$ cat config.mk
export PLATFORM = sky130hd
export DESIGN_NAME = step_ramp_gen
export DESIGN_NICKNAME = d
export VERILOG_FILES = /design/src/rtl/step_ramp_gen.sv
export SDC_FILE = /design/constraint.sdc
export NUM_CORES = 1
export LEC_CHECK = 0
export CORE_MARGIN = 10
export CORE_UTILIZATION = 50
export DETAILED_ROUTE_END_ITERATION = 10
export GPL_ROUTABILITY_DRIVEN = 0
export PLACE_DENSITY = 0.68
export SLEW_MARGIN = 20
export SYNTH_ARGS = -nofsm -noshare
export SYNTH_HDL_FRONTEND = slang
export SYNTH_SLANG_ARGS = --single-unit
$ cat constraint.sdc
create_clock -name clk -period 18.9 [get_ports clk]
set_input_delay 3.78 -clock clk [delete_from_list [all_inputs] [get_ports clk]]
set_output_delay 3.78 -clock clk [all_outputs]
set_load 0.02 [all_outputs]
$ cat src/rtl/step_ramp_gen.sv
// rtl/step_ramp_gen.sv - trapezoidal step sequencer for the stepper phase driver
//
// Takes a move command (step count + direction) and emits one rotate_pulse
// toggle per step. The step period ramps linearly from START_PERIOD down to
// MIN_PERIOD, cruises, then ramps back up symmetrically; short moves give a
// triangular profile. An abort brings the move to a controlled stop.
//
// Ports:
//   clk, rst_n            single clock, synchronous active-low reset
//   cmd_valid/cmd_ready   move command handshake (ready whenever idle)
//   cmd_steps, cmd_dir    step count and direction of the offered move
//   abort                 request an early ramped stop of the current move
//   rotate_pulse          toggles once per step
//   direction             direction latched at command accept
//   module_enable         driver enable
//   busy                  a move is in progress
//   done                  one-cycle pulse when a move completes
//   steps_done            steps issued in the current/last move
//
// Optional build macro:
//   STEP_RAMP_HOLD_EN     once the first move has been accepted after reset,
//                         module_enable stays high while idle (holding torque)

module step_ramp_gen #(
   parameter int unsigned START_PERIOD = 2700000,
   parameter int unsigned MIN_PERIOD   = 108000,
   parameter int unsigned ACCEL_STEP   = 27000,
   parameter int unsigned COUNT_W      = 16
) (
   input  logic               clk,
   input  logic               rst_n,
   input  logic               cmd_valid,
   output logic               cmd_ready,
   input  logic [COUNT_W-1:0] cmd_steps,
   input  logic               cmd_dir,
   input  logic               abort,
   output logic               rotate_pulse,
   output logic               direction,
   output logic               module_enable,
   output logic               busy,
   output logic               done,
   output logic [COUNT_W-1:0] steps_done
);

   localparam int PW = $clog2(START_PERIOD + 1);
   localparam logic [PW-1:0] START_P = PW'(START_PERIOD);
   localparam logic [PW-1:0] MIN_P   = PW'(MIN_PERIOD);

   typedef enum logic [1:0] {
      IDLE   = 2'd0,
      ACCEL  = 2'd1,
      CRUISE = 2'd2,
      DECEL  = 2'd3
   } state_t;

   state_t             state, state_nxt;
   logic [PW-1:0]      period, period_nxt;
   logic [PW-1:0]      tick, tick_nxt;
   logic [COUNT_W-1:0] remaining, remaining_nxt;
   logic [COUNT_W-1:0] ramp_cnt, ramp_nxt;
   logic [COUNT_W-1:0] steps_nxt;
   logic               rot_nxt;
   logic               dir_nxt;
   logic               done_nxt;
   logic               enable_nxt;
   // Zero-step commands complete one cycle after accept without leaving IDLE.
   logic               zero_pend, zero_pend_nxt;
`ifdef STEP_RAMP_HOLD_EN
   logic               hold, hold_nxt;
`endif

   logic               step_evt;
   logic [COUNT_W-1:0] rem_dec;
   logic [COUNT_W-1:0] ramp_dec;
   logic [COUNT_W-1:0] ramp_inc;
   logic [31:0]        per_sum;
   logic [PW-1:0]      period_up;
   logic [PW-1:0]      period_dn;
   logic [COUNT_W:0]   clamp_lim;

   assign cmd_ready = (state == IDLE);
   assign busy      = (state != IDLE);

   assign step_evt = (tick == period - PW'(1));
   assign rem_dec  = remaining - COUNT_W'(1);
   assign ramp_dec = (ramp_cnt == '0) ? '0 : ramp_cnt - COUNT_W'(1);
   assign ramp_inc = ramp_cnt + COUNT_W'(1);

   // Period arithmetic is done at 32 bits so slowing down past START_PERIOD
   // and speeding up below MIN_PERIOD never wrap inside the narrow register.
   assign per_sum   = 32'(period) + ACCEL_STEP;
   assign period_up = (per_sum >= START_PERIOD) ? START_P : PW'(per_sum);
   assign period_dn = (32'(period) <= MIN_PERIOD + ACCEL_STEP) ? MIN_P
                      : PW'(32'(period) - ACCEL_STEP);

   always_comb begin
      state_nxt     = state;
      period_nxt    = period;
      tick_nxt      = tick;
      remaining_nxt = remaining;
      ramp_nxt      = ramp_cnt;
      steps_nxt     = steps_done;
      rot_nxt       = rotate_pulse;
      dir_nxt       = direction;
      done_nxt      = zero_pend;
      zero_pend_nxt = 1'b0;
      clamp_lim     = '0;
`ifdef STEP_RAMP_HOLD_EN
      hold_nxt      = hold;
`endif

      case (state)
         IDLE: begin
            if (cmd_valid) begin
               dir_nxt       = cmd_dir;
               remaining_nxt = cmd_steps;
               period_nxt    = START_P;
               tick_nxt      = '0;
               ramp_nxt      = '0;
               steps_nxt     = '0;
               if (cmd_steps == '0) begin
                  zero_pend_nxt = 1'b1;
               end else begin
                  state_nxt = ACCEL;
`ifdef STEP_RAMP_HOLD_EN
                  hold_nxt  = 1'b1;
`endif
               end
            end
         end

         default: begin
            if (step_evt) begin
               rot_nxt       = ~rotate_pulse;
               tick_nxt      = '0;
               remaining_nxt = rem_dec;
               steps_nxt     = steps_done + COUNT_W'(1);
               // ramp_cnt counts the speed-up steps taken, so once the steps
               // left no longer exceed it the slow-down must begin.
               if (rem_dec == '0) begin
                  state_nxt = IDLE;
                  done_nxt  = 1'b1;
               end else if (state != DECEL && rem_dec <= ramp_cnt) begin
                  state_nxt  = DECEL;
                  period_nxt = period_up;
                  ramp_nxt   = ramp_dec;
               end else if (state == ACCEL) begin
                  period_nxt = period_dn;
                  ramp_nxt   = ramp_inc;
                  if (period_dn == MIN_P && 32'(period) <= MIN_PERIOD + ACCEL_STEP) begin
                     state_nxt = CRUISE;
                  end
               end else if (state == DECEL) begin
                  period_nxt = period_up;
                  ramp_nxt   = ramp_dec;
               end
            end else begin
               tick_nxt = tick + PW'(1);
            end

            // Abort acts on the post-step values; a move whose last step
            // lands in the same cycle simply finishes.
            if (abort && state_nxt != IDLE) begin
               clamp_lim = {1'b0, ramp_nxt} + (COUNT_W+1)'(1);
               if ({1'b0, remaining_nxt} > clamp_lim) begin
                  remaining_nxt = clamp_lim[COUNT_W-1:0];
               end
               state_nxt = DECEL;
            end
         end
      endcase

`ifdef STEP_RAMP_HOLD_EN
      enable_nxt = (state_nxt != IDLE) || hold_nxt;
`else
      enable_nxt = (state_nxt != IDLE);
`endif
   end

   always_ff @(posedge clk) begin
      if (!rst_n) begin
         state         <= IDLE;
         period        <= START_P;
         tick          <= '0;
         remaining     <= '0;
         ramp_cnt      <= '0;
         steps_done    <= '0;
         rotate_pulse  <= 1'b0;
         direction     <= 1'b0;
         done          <= 1'b0;
         zero_pend     <= 1'b0;
         module_enable <= 1'b0;
`ifdef STEP_RAMP_HOLD_EN
         hold          <= 1'b0;
`endif
      end else begin
         state         <= state_nxt;
         period        <= period_nxt;
         tick          <= tick_nxt;
         remaining     <= remaining_nxt;
         ramp_cnt      <= ramp_nxt;
         steps_done    <= steps_nxt;
         rotate_pulse  <= rot_nxt;
         direction     <= dir_nxt;
         done          <= done_nxt;
         zero_pend     <= zero_pend_nxt;
         module_enable <= enable_nxt;
`ifdef STEP_RAMP_HOLD_EN
         hold          <= hold_nxt;
`endif
      end
   end

endmodule

# After elaboration in Yosys (flattened, before gate mapping)
# Index checks and enable logic that the tools add are counted.
# word_totals
reg_bits	99
input_bits	21
out_inout_bits	22
# classes
n_bitwise	2
add_sub_neg	9
n_lt_le_gt_ge	4
mux	43
n_eq_ne	7
n_reduce_logical	17
# op_table
operator	n
two-way mux 16 bit	17
two-way mux 22 bit	12
logical NOT 16 bit	3
adder 16 x 1 -> 16 bit, second input constant	2
subtractor 16 x 1 -> 16 bit, second input constant	2
adder 22 x 15 -> 23 bit, second input constant	1
greater-or-equal comparator 23 x 22 -> 1 bit, second input constant	1
adder 22 x 1 -> 22 bit, second input constant	1
== test 22 x 17 -> 1 bit, second input constant	1
== test 22 bit	1
less-or-equal comparator 22 x 18 -> 1 bit, second input constant	1
subtractor 22 x 1 -> 22 bit, second input constant	1
subtractor 22 x 15 -> 22 bit, second input constant	1
two-way mux 2 bit	10
adder 16 x 1 -> 17 bit, second input constant	1
greater-than comparator 16 x 17 -> 1 bit	1
less-or-equal comparator 16 bit	1
nonzero test 2 bit	4
inequality test 2 bit, second input constant	3
AND reduction 2 bit	3
two-way mux 1 bit	4
AND reduction 4 bit	1
nonzero test 4 bit	1
logical AND 1 bit	3
other kinds (5)	6

# Depth between registers and ports, before layout
# Gate-level depths: netlist of run 1.
# depth
word_depth	15
mapped_depth	32

# Worst setup path before layout of run 1
# No wires, ideal clock.
# synth_path
path_type	flip-flop to flip-flop
from	register remaining[2]
to	register remaining[1]
setup_ns	0.095
arrival_ns	6.572
path_stages_with_launch	29
path_slack_ns	12.233
t_required_ns	18.805
synth_period_minus_slack_ns	6.667
cell_sequence	dfxtp_1 > clkbuf_1 > nor3_1 > nand4_1 > nor3_1 > xor2_1 > ha_1 > nand4_1 > nor3_1 > a2111o_1 > o31ai_1 > nor2_1 > nor4_1 > mux2_2 > nor3b_2 > nand3_1 > nor3b_1 > xor2_1 > ha_1 > nand4_1 > nor2_1 > a2111oi_0 > a31oi_1 > o221a_2 > o41ai_2 > buf_4 > buf_6 > nand3_1 > o311ai_1
# synth_between
elab_chain_len	12
elab_cells_between_ends	21
cone_classes	add/sub (2); order compare (2); mux (13); reduce/logical (4)
# synth_lines
item	line	text
start, declared	59	logic [COUNT_W-1:0] remaining, remaining_nxt;
start signal, assigned	200	remaining <= remaining_nxt;
subtractor 16 x 1 -> 16 bit	85	assign rem_dec = remaining - COUNT_W'(1);
less-or-equal comparator 16 bit	143	end else if (state != DECEL && rem_dec <= ramp_cnt) begin
logical AND 1 bit	143	
two-way mux 16 bit	143	
two-way mux 16 bit	140	if (rem_dec == '0) begin
two-way mux 16 bit	133	if (step_evt) begin
two-way mux 16 bit	112	case (state)
adder 16 x 1 -> 17 bit	164	clamp_lim = {1'b0, ramp_nxt} + (COUNT_W+1)'(1);
greater-than comparator 16 x 17 -> 1 bit	165	if ({1'b0, remaining_nxt} > clamp_lim) begin
two-way mux 16 bit	165	
two-way mux 16 bit (*)	163	if (abort && state_nxt != IDLE) begin
two-way mux 16 bit (*)	112	
# Every way passes the cells marked *; elsewhere a longest branch is shown, timed or not. The select of a mux whose other input is x is not followed.
# A chain may end at the register's enable or synchronous reset.

# Worst setup path in the final report of run 1
# layout_path
from	register remaining[0]
to	register remaining[13]
# Same word-level chain as after synthesis.

==> impl_results.md, run 1 <==
- Run status: complete, no violations
- Non-filler instance count after layout: 1460
- Lkg Pwr: 3.51 nW
- Fmax: 126 MHz
- Power, Total: 593 uW
- Drt first pass iters: 5
- Die Y: 154 um
- Wire per inst: 18.1 um
- Unrepaired setup endpoints after global routing: no
- Placeable Area: 17800 um^2
- Buf/Inv on CP: 3
- Design Area, Final: 9770 um^2
- Via density: 6.35
- Main synth FF type: dfxtp_1
- Gate Count Post-Synth: 1252
- DRC violations left: 0
- Diode count: 0
- Async S/R FF share, synth: 0
- Netlist cell types: 83
- Post-Syn Area: 9010 um^2
- Iter 0 DRT Violations: 717
- Max stage delay on crit path: 0.75 ns
- Total CTS buffers: 9
- Root Buffer: clkbuf_16
- Worst-path fanout max: 29
- Post-Route WL: 26.4 mm
- CTS max path bufs: 2
- Reg clk slew, reported paths: 0.08 ns
- Final Max Slew Viols: 0
- Row count: 49
- YS warnings: 0
- H-Tree Level Count: 3
- Pin count of the biggest net entering global routing: 48
- Hold Fails Final Rpt: 0
- Post-synth top area share: 0.220
- Routed Antenna Nets: 0
- IO buf count: 42
- Cts hold-fix bufs: 0
- Die X: 154 um
- Grt total ovfl: 0
- Most common cell in the netlist: nand2_1
- Hold WS: 0.442 ns
- Clk sinks: 99
- EDFF count, synth: 0
- Worst slack at placement: 11.12 ns
- Die Footprint: 23800 um^2
- Post-layout nets: 1291
- CTS tree: yes
- Max-capacitance violation count: 0
- Placed cell areas: 9460 um^2
- Synth area leaders: dfxtp_1, ha_1, o21ai_0
- CP Capture Type: flop
- First-pass GRT wire length: 43.3 mm
- # placed instances: 1444
- Period utilisation layout: 0.420
- Critical path's slowest cell: nor2_1
- Min Tclk post-route: 7.94 ns
- Later-pin clock latency in the skew report: 0.37 ns
- Share of layout cells above drive strength 1: 0.0528
- Seq/Total Area, Yosys: 0.220
- Vias in the first global route: 8563
- Critical path data arrival time: 8.18 ns
- Syn Area/Cell: 7.20 um^2
- Slack of the critical path: 10.96 ns
- Synth Net Count: 1317
- Relative max-transition margin: 0.281
- Maximum vdd drop: 0.0000557 V
- Setup TNS: 0 ns
- Setup Skew: 0.0137 ns
- Initial Util: 0.505
- I/O pin cnt: 43
- Synthesized flop and latch total: 99
- Cell area power density: 60.7 nW/um^2
- Area growth, synth to finish: 8.43%
- Setup Fix Bufs, Post-CTS: 0
- Worst Hold Class: reg2reg
- Vias after detailed routing: 9277
- Setup violators final: 0
- Most frequent cells after synthesis: nand2_1, nor2_1, o21ai_0
- Crit path kind: reg2reg
- Fill count: 1758
- CP startpoint kind: flop
- Worst Path Required: 19.13 ns
- Resized Gates After CTS: 0
- Final core utilization: 0.548
- Initial antenna violation count: 0
- Worst Tran Pin Value: 1.05 ns
- Final HPWL DP: 19.6 mm
- Global Route Usage Sum: 0.214
- Top cell type by total area after synthesis: dfxtp_1
- Top delay family on crit path: simple AND/OR/NAND/NOR gates
[routing by layer]
metal | part of all wire | global-route usage
met4 | 0.021 | 0.0724
met5 | 0 | 0
met1 | 0.45 | 0.277
met2 | 0.47 | 0.351
met3 | 0.061 | 0.0347
[worst register-to-register path, delay by kind of cell, from the launching register on]
family / cells / cell delay [ns]
flip-flops: 1 / 0.37
adder cells (fa/ha/maj): 3 / 1.01
XOR/XNOR: 2 / 0.37
AND/OR/NAND/NOR: 11 / 3.37
AO/OA/AOI/OAI: 9 / 1.81
buffers and inverters: 3 / 0.62
multiplexers: 1 / 0.26
[cells in the final DEF, fill, tap and decap left out, types with 42 or more instances in the layout]
cell type / count
clkdlybuf4s50_1: 42
dfxtp_1: 99
nor3_1: 48
ha_1: 44
xor2_1: 45
nand2_1: 113
nor2_1: 109
o21ai_0: 107
nand3_1: 65
xnor2_1: 44
a21oi_1: 71
[final timing paths]
check                             startpoint             to  slack [ns]  depth (start not counted)
worst max-delay path            remaining[0]  remaining[13]       10.96                         29
worst min-delay path               zero_pend           done        0.44                          2
worst max register to register  remaining[0]  remaining[13]       10.96                         29
worst min register to register     zero_pend           done        0.44                          2
[logic make-up after synthesis]
logic type | Yosys count | synth area share
AND/OR/NAND/NOR | 523 | 0.300
buffers and inverters | 127 | 0.0568
XOR/XNOR | 89 | 0.0865
flip-flops | 99 | 0.220
adder cells (fa/ha/maj) | 44 | 0.0611
AO/OA/AOI/OAI | 350 | 0.253
multiplexers | 20 | 0.0233
[registers in the layout (all words and copies together) (netlist names)]
register and count:
state 2, module_enable 1, remaining 16, direction 1
period 22, rotate_pulse 1, steps_done 16, ramp_cnt 16
zero_pend 1, done 1, tick 22
[layout make-up]
cell class | count | area, um^2 | share of cell area
Clock inverter | 7 | 85.1 | 0.00871
Multi-Input combinational cell | 1026 | 6550 | 0.670
Clock buffer | 9 | 225 | 0.0231
Timing Repair Buffer | 53 | 503 | 0.0515
Inverter | 37 | 139 | 0.0142
Tap cell | 229 | 287 | 0.0293
Sequential cell | 99 | 1980 | 0.203
[where the power goes]
part           total [mW]  internal [mW]  switching (mW)
clock network       0.203          0.105          0.0973
registers           0.223          0.213          0.0101
logic               0.167         0.0630           0.104
(Power assumes the default switching activity.)
==> run 2: changes to the inputs <==
- PLACE_DENSITY: 0.68 -> 0.71
- clock period: 18.9 -> 6.6 ns (I/O delays scaled with it)
==> impl_results.md, run 2 (synthesis gave the netlist of run 1 again) <==
- Root Buffer: clkbuf_16
- Worst Path Required: 6.85 ns (-12.28 ns)
- Slack of the critical path: 0.0764 ns (-10.88 ns)
- Period utilisation layout: 0.988 (+0.568)
- Critical path's slowest cell: or3_4
- Initial antenna violation count: 0 (unchanged)
- Hold WS: 0.457 ns (+0.0153 ns)
- CTS max path bufs: 2 (unchanged)
- Diode count: 0 (unchanged)
- Worst slack at placement: -0.261 ns (-11.38 ns)
- Vias after detailed routing: 10300 (+11%)
- Critical path data arrival time: 6.77 ns (-1.41 ns)
- CP startpoint kind: flop
- Design Area, Final: 11100 um^2 (+14%)
- Via density: 6.52 (+2.6%)
- Worst Hold Class: reg2reg
- Cts hold-fix bufs: 0 (unchanged)
- Iter 0 DRT Violations: 1237 (+73%)
- H-Tree Level Count: 3 (unchanged)
- Row count: 49 (unchanged)
- DR WL met2: 13.7 mm (+12%)
- Maximum vdd drop: 0.000127 V (+130%)
- Final Max Slew Viols: 0 (unchanged)
- IO buf count: 42 (unchanged)
- Placeable Area: 17800 um^2 (unchanged)
- Crit path kind: reg2reg
- Setup Skew: 0.0124 ns (-0.00129 ns)
- Initial Util: 0.505 (unchanged)
- I/O pin cnt: 43 (unchanged)
- Unrepaired setup endpoints after global routing: yes
- Most frequent cells in the layout: buf_4, nand2_1, o21ai_0
- Routed length on met1: 13.2 mm (+11%)
- Grt total ovfl: 0 (unchanged)
- DRC violations left: 0 (unchanged)
- Fmax: 153 MHz (+22%)
- Reg clk slew, reported paths: 0.08 ns (about the same)
- Drt first pass iters: 5 (unchanged)
- Vias in the first global route: 9161 (+7.0%)
- CP Capture Type: flop
- Pin count of the biggest net entering global routing: 48 (unchanged)
- Post-layout nets: 1412 (+9.4%)
- Largest regs: period x22, tick x22
- Max stage delay on crit path: 0.41 ns (-0.34 ns)
- Relative max-transition margin: 0.311 (+0.0291)
- Buf/Inv on CP: 4 (+1)
- Worst Tran Pin Value: 1.03 ns (-0.0250 ns)
- Die Y: 154 um (unchanged)
- Worst-path fanout max: 7 (-76%)
- Clk sinks: 99 (unchanged)
- Top delay family on crit path: compound AO/OA/AOI/OAI gates
- Max-capacitance violation count: 0 (unchanged)
- Setup violators final: 0 (unchanged)
- Non-filler instance count after layout: 1581 (+8.3%)
- Met3 wire len: 2.45 mm (+53%)
- Top Metal Used: met4
- Run status: complete, no violations
- Lkg Pwr: 4.21 nW (+20%)
- Total CTS buffers: 9 (unchanged)
- Area growth, synth to finish: 23.1%
- Wire per inst: 19.2 um (+6.3%)
- Post-Route WL: 30.4 mm (+15%)
- First-pass GRT wire length: 47.0 mm (+8.4%)
- CP most frequent cell: buf_4
- Die Footprint: 23800 um^2 (unchanged)
- Hold Fails Final Rpt: 0 (unchanged)
- Share of layout cells above drive strength 1: 0.175 (+0.122)
- Min Tclk post-route: 6.52 ns (-1.42 ns)
- Routed Antenna Nets: 0 (unchanged)
- CTS tree: yes
- Final HPWL DP: 21.4 mm (+9.2%)
- Later-pin clock latency in the skew report: 0.36 ns (about the same)
- Global Route Usage Sum: 0.231 (+0.0178)
- # placed instances: 1534 (+6.2%)
- Cell area power density: 172 nW/um^2 (+180%)
- Placed cell areas: 10200 um^2 (+7.5%)
- Commonest non-fill, non-tap cell in the layout: buf_4
- Setup TNS: 0 ns (unchanged)
- Die X: 154 um (unchanged)
[run 2: cell types whose count changed in the layout (fill, tap and decap cells not counted), sizes merged]
cell | previous run | this run
o41ai | 5 | 6
clkinvlp | 2 | 1
clkbuf | 9 | 10
clkinv | 3 | 5
buf | 11 | 130
bufinv | 1 | 0
[run 2: worst reg2reg max path: cells and delay by family, from the launching register on]
kind,cells,cell delay [ns]
adder cells (fa/ha/maj),2,0.60
XOR/XNOR,2,0.51
flip-flops,1,0.33
AND/OR/NAND/NOR,11,2.01
buffers and inverters,4,0.81
AO/OA/AOI/OAI,9,2.15
[run 2: repair_timing]
action,4_1_cts,5_1_grt
setup buffers,3,27
endpoints found under the setup margin,16,16
gates cloned,1,0
pin swaps,8,50
gates resized for setup,8,68
[run 2: final timing paths]
kind	start	endpoint	slack (ns)	depth (start not counted)
setup / recovery	remaining[11]	remaining[3]	0.08	28
hold / removal	direction	direction	0.46	2
setup reg to reg	remaining[11]	remaining[3]	0.08	28
hold reg to reg	direction	direction	0.46	2
[run 2: power breakdown]
| group | leakage, nW | internal [mW] | total [mW] | switching (mW) |
|---|---|---|---|---|
| registers | 0.803 | 0.609 | 0.624 | 0.0150 |
| logic | 3.26 | 0.322 | 0.729 | 0.406 |
| clock network | 0.145 | 0.270 | 0.551 | 0.282 |
| total | 4.21 | 1.20 | 1.90 | 0.703 |
[run 2: layout make-up]
cell class              count  area [um^2]
clock buffers               9          225
clock inverters             7         80.1
inverters                  37          139
well taps                 229          287
fillers                  1544         6750
multi-input cells        1027         6910
flip-flops and latches     99         1990
repair buffers            173         1460
[run 2: metrics by stage]
step | total power, mW | utilization
6_report | 1.90 | 0.622
3_5_place_dp | 1.21 | 0.570
4_1_cts | 1.78 | 0.591
3_3_place_gp | 1.20 | 0.570
2_1_floorplan | 1.01 | -
5_1_grt | 1.98 | 0.622
[run 2: metal layers]
metal	GRT usage	vias to the layer above
met5	0	-
met4	0.0823	0
met3	0.0405	88
li1	-	4813
met2	0.356	532
met1	0.316	4874
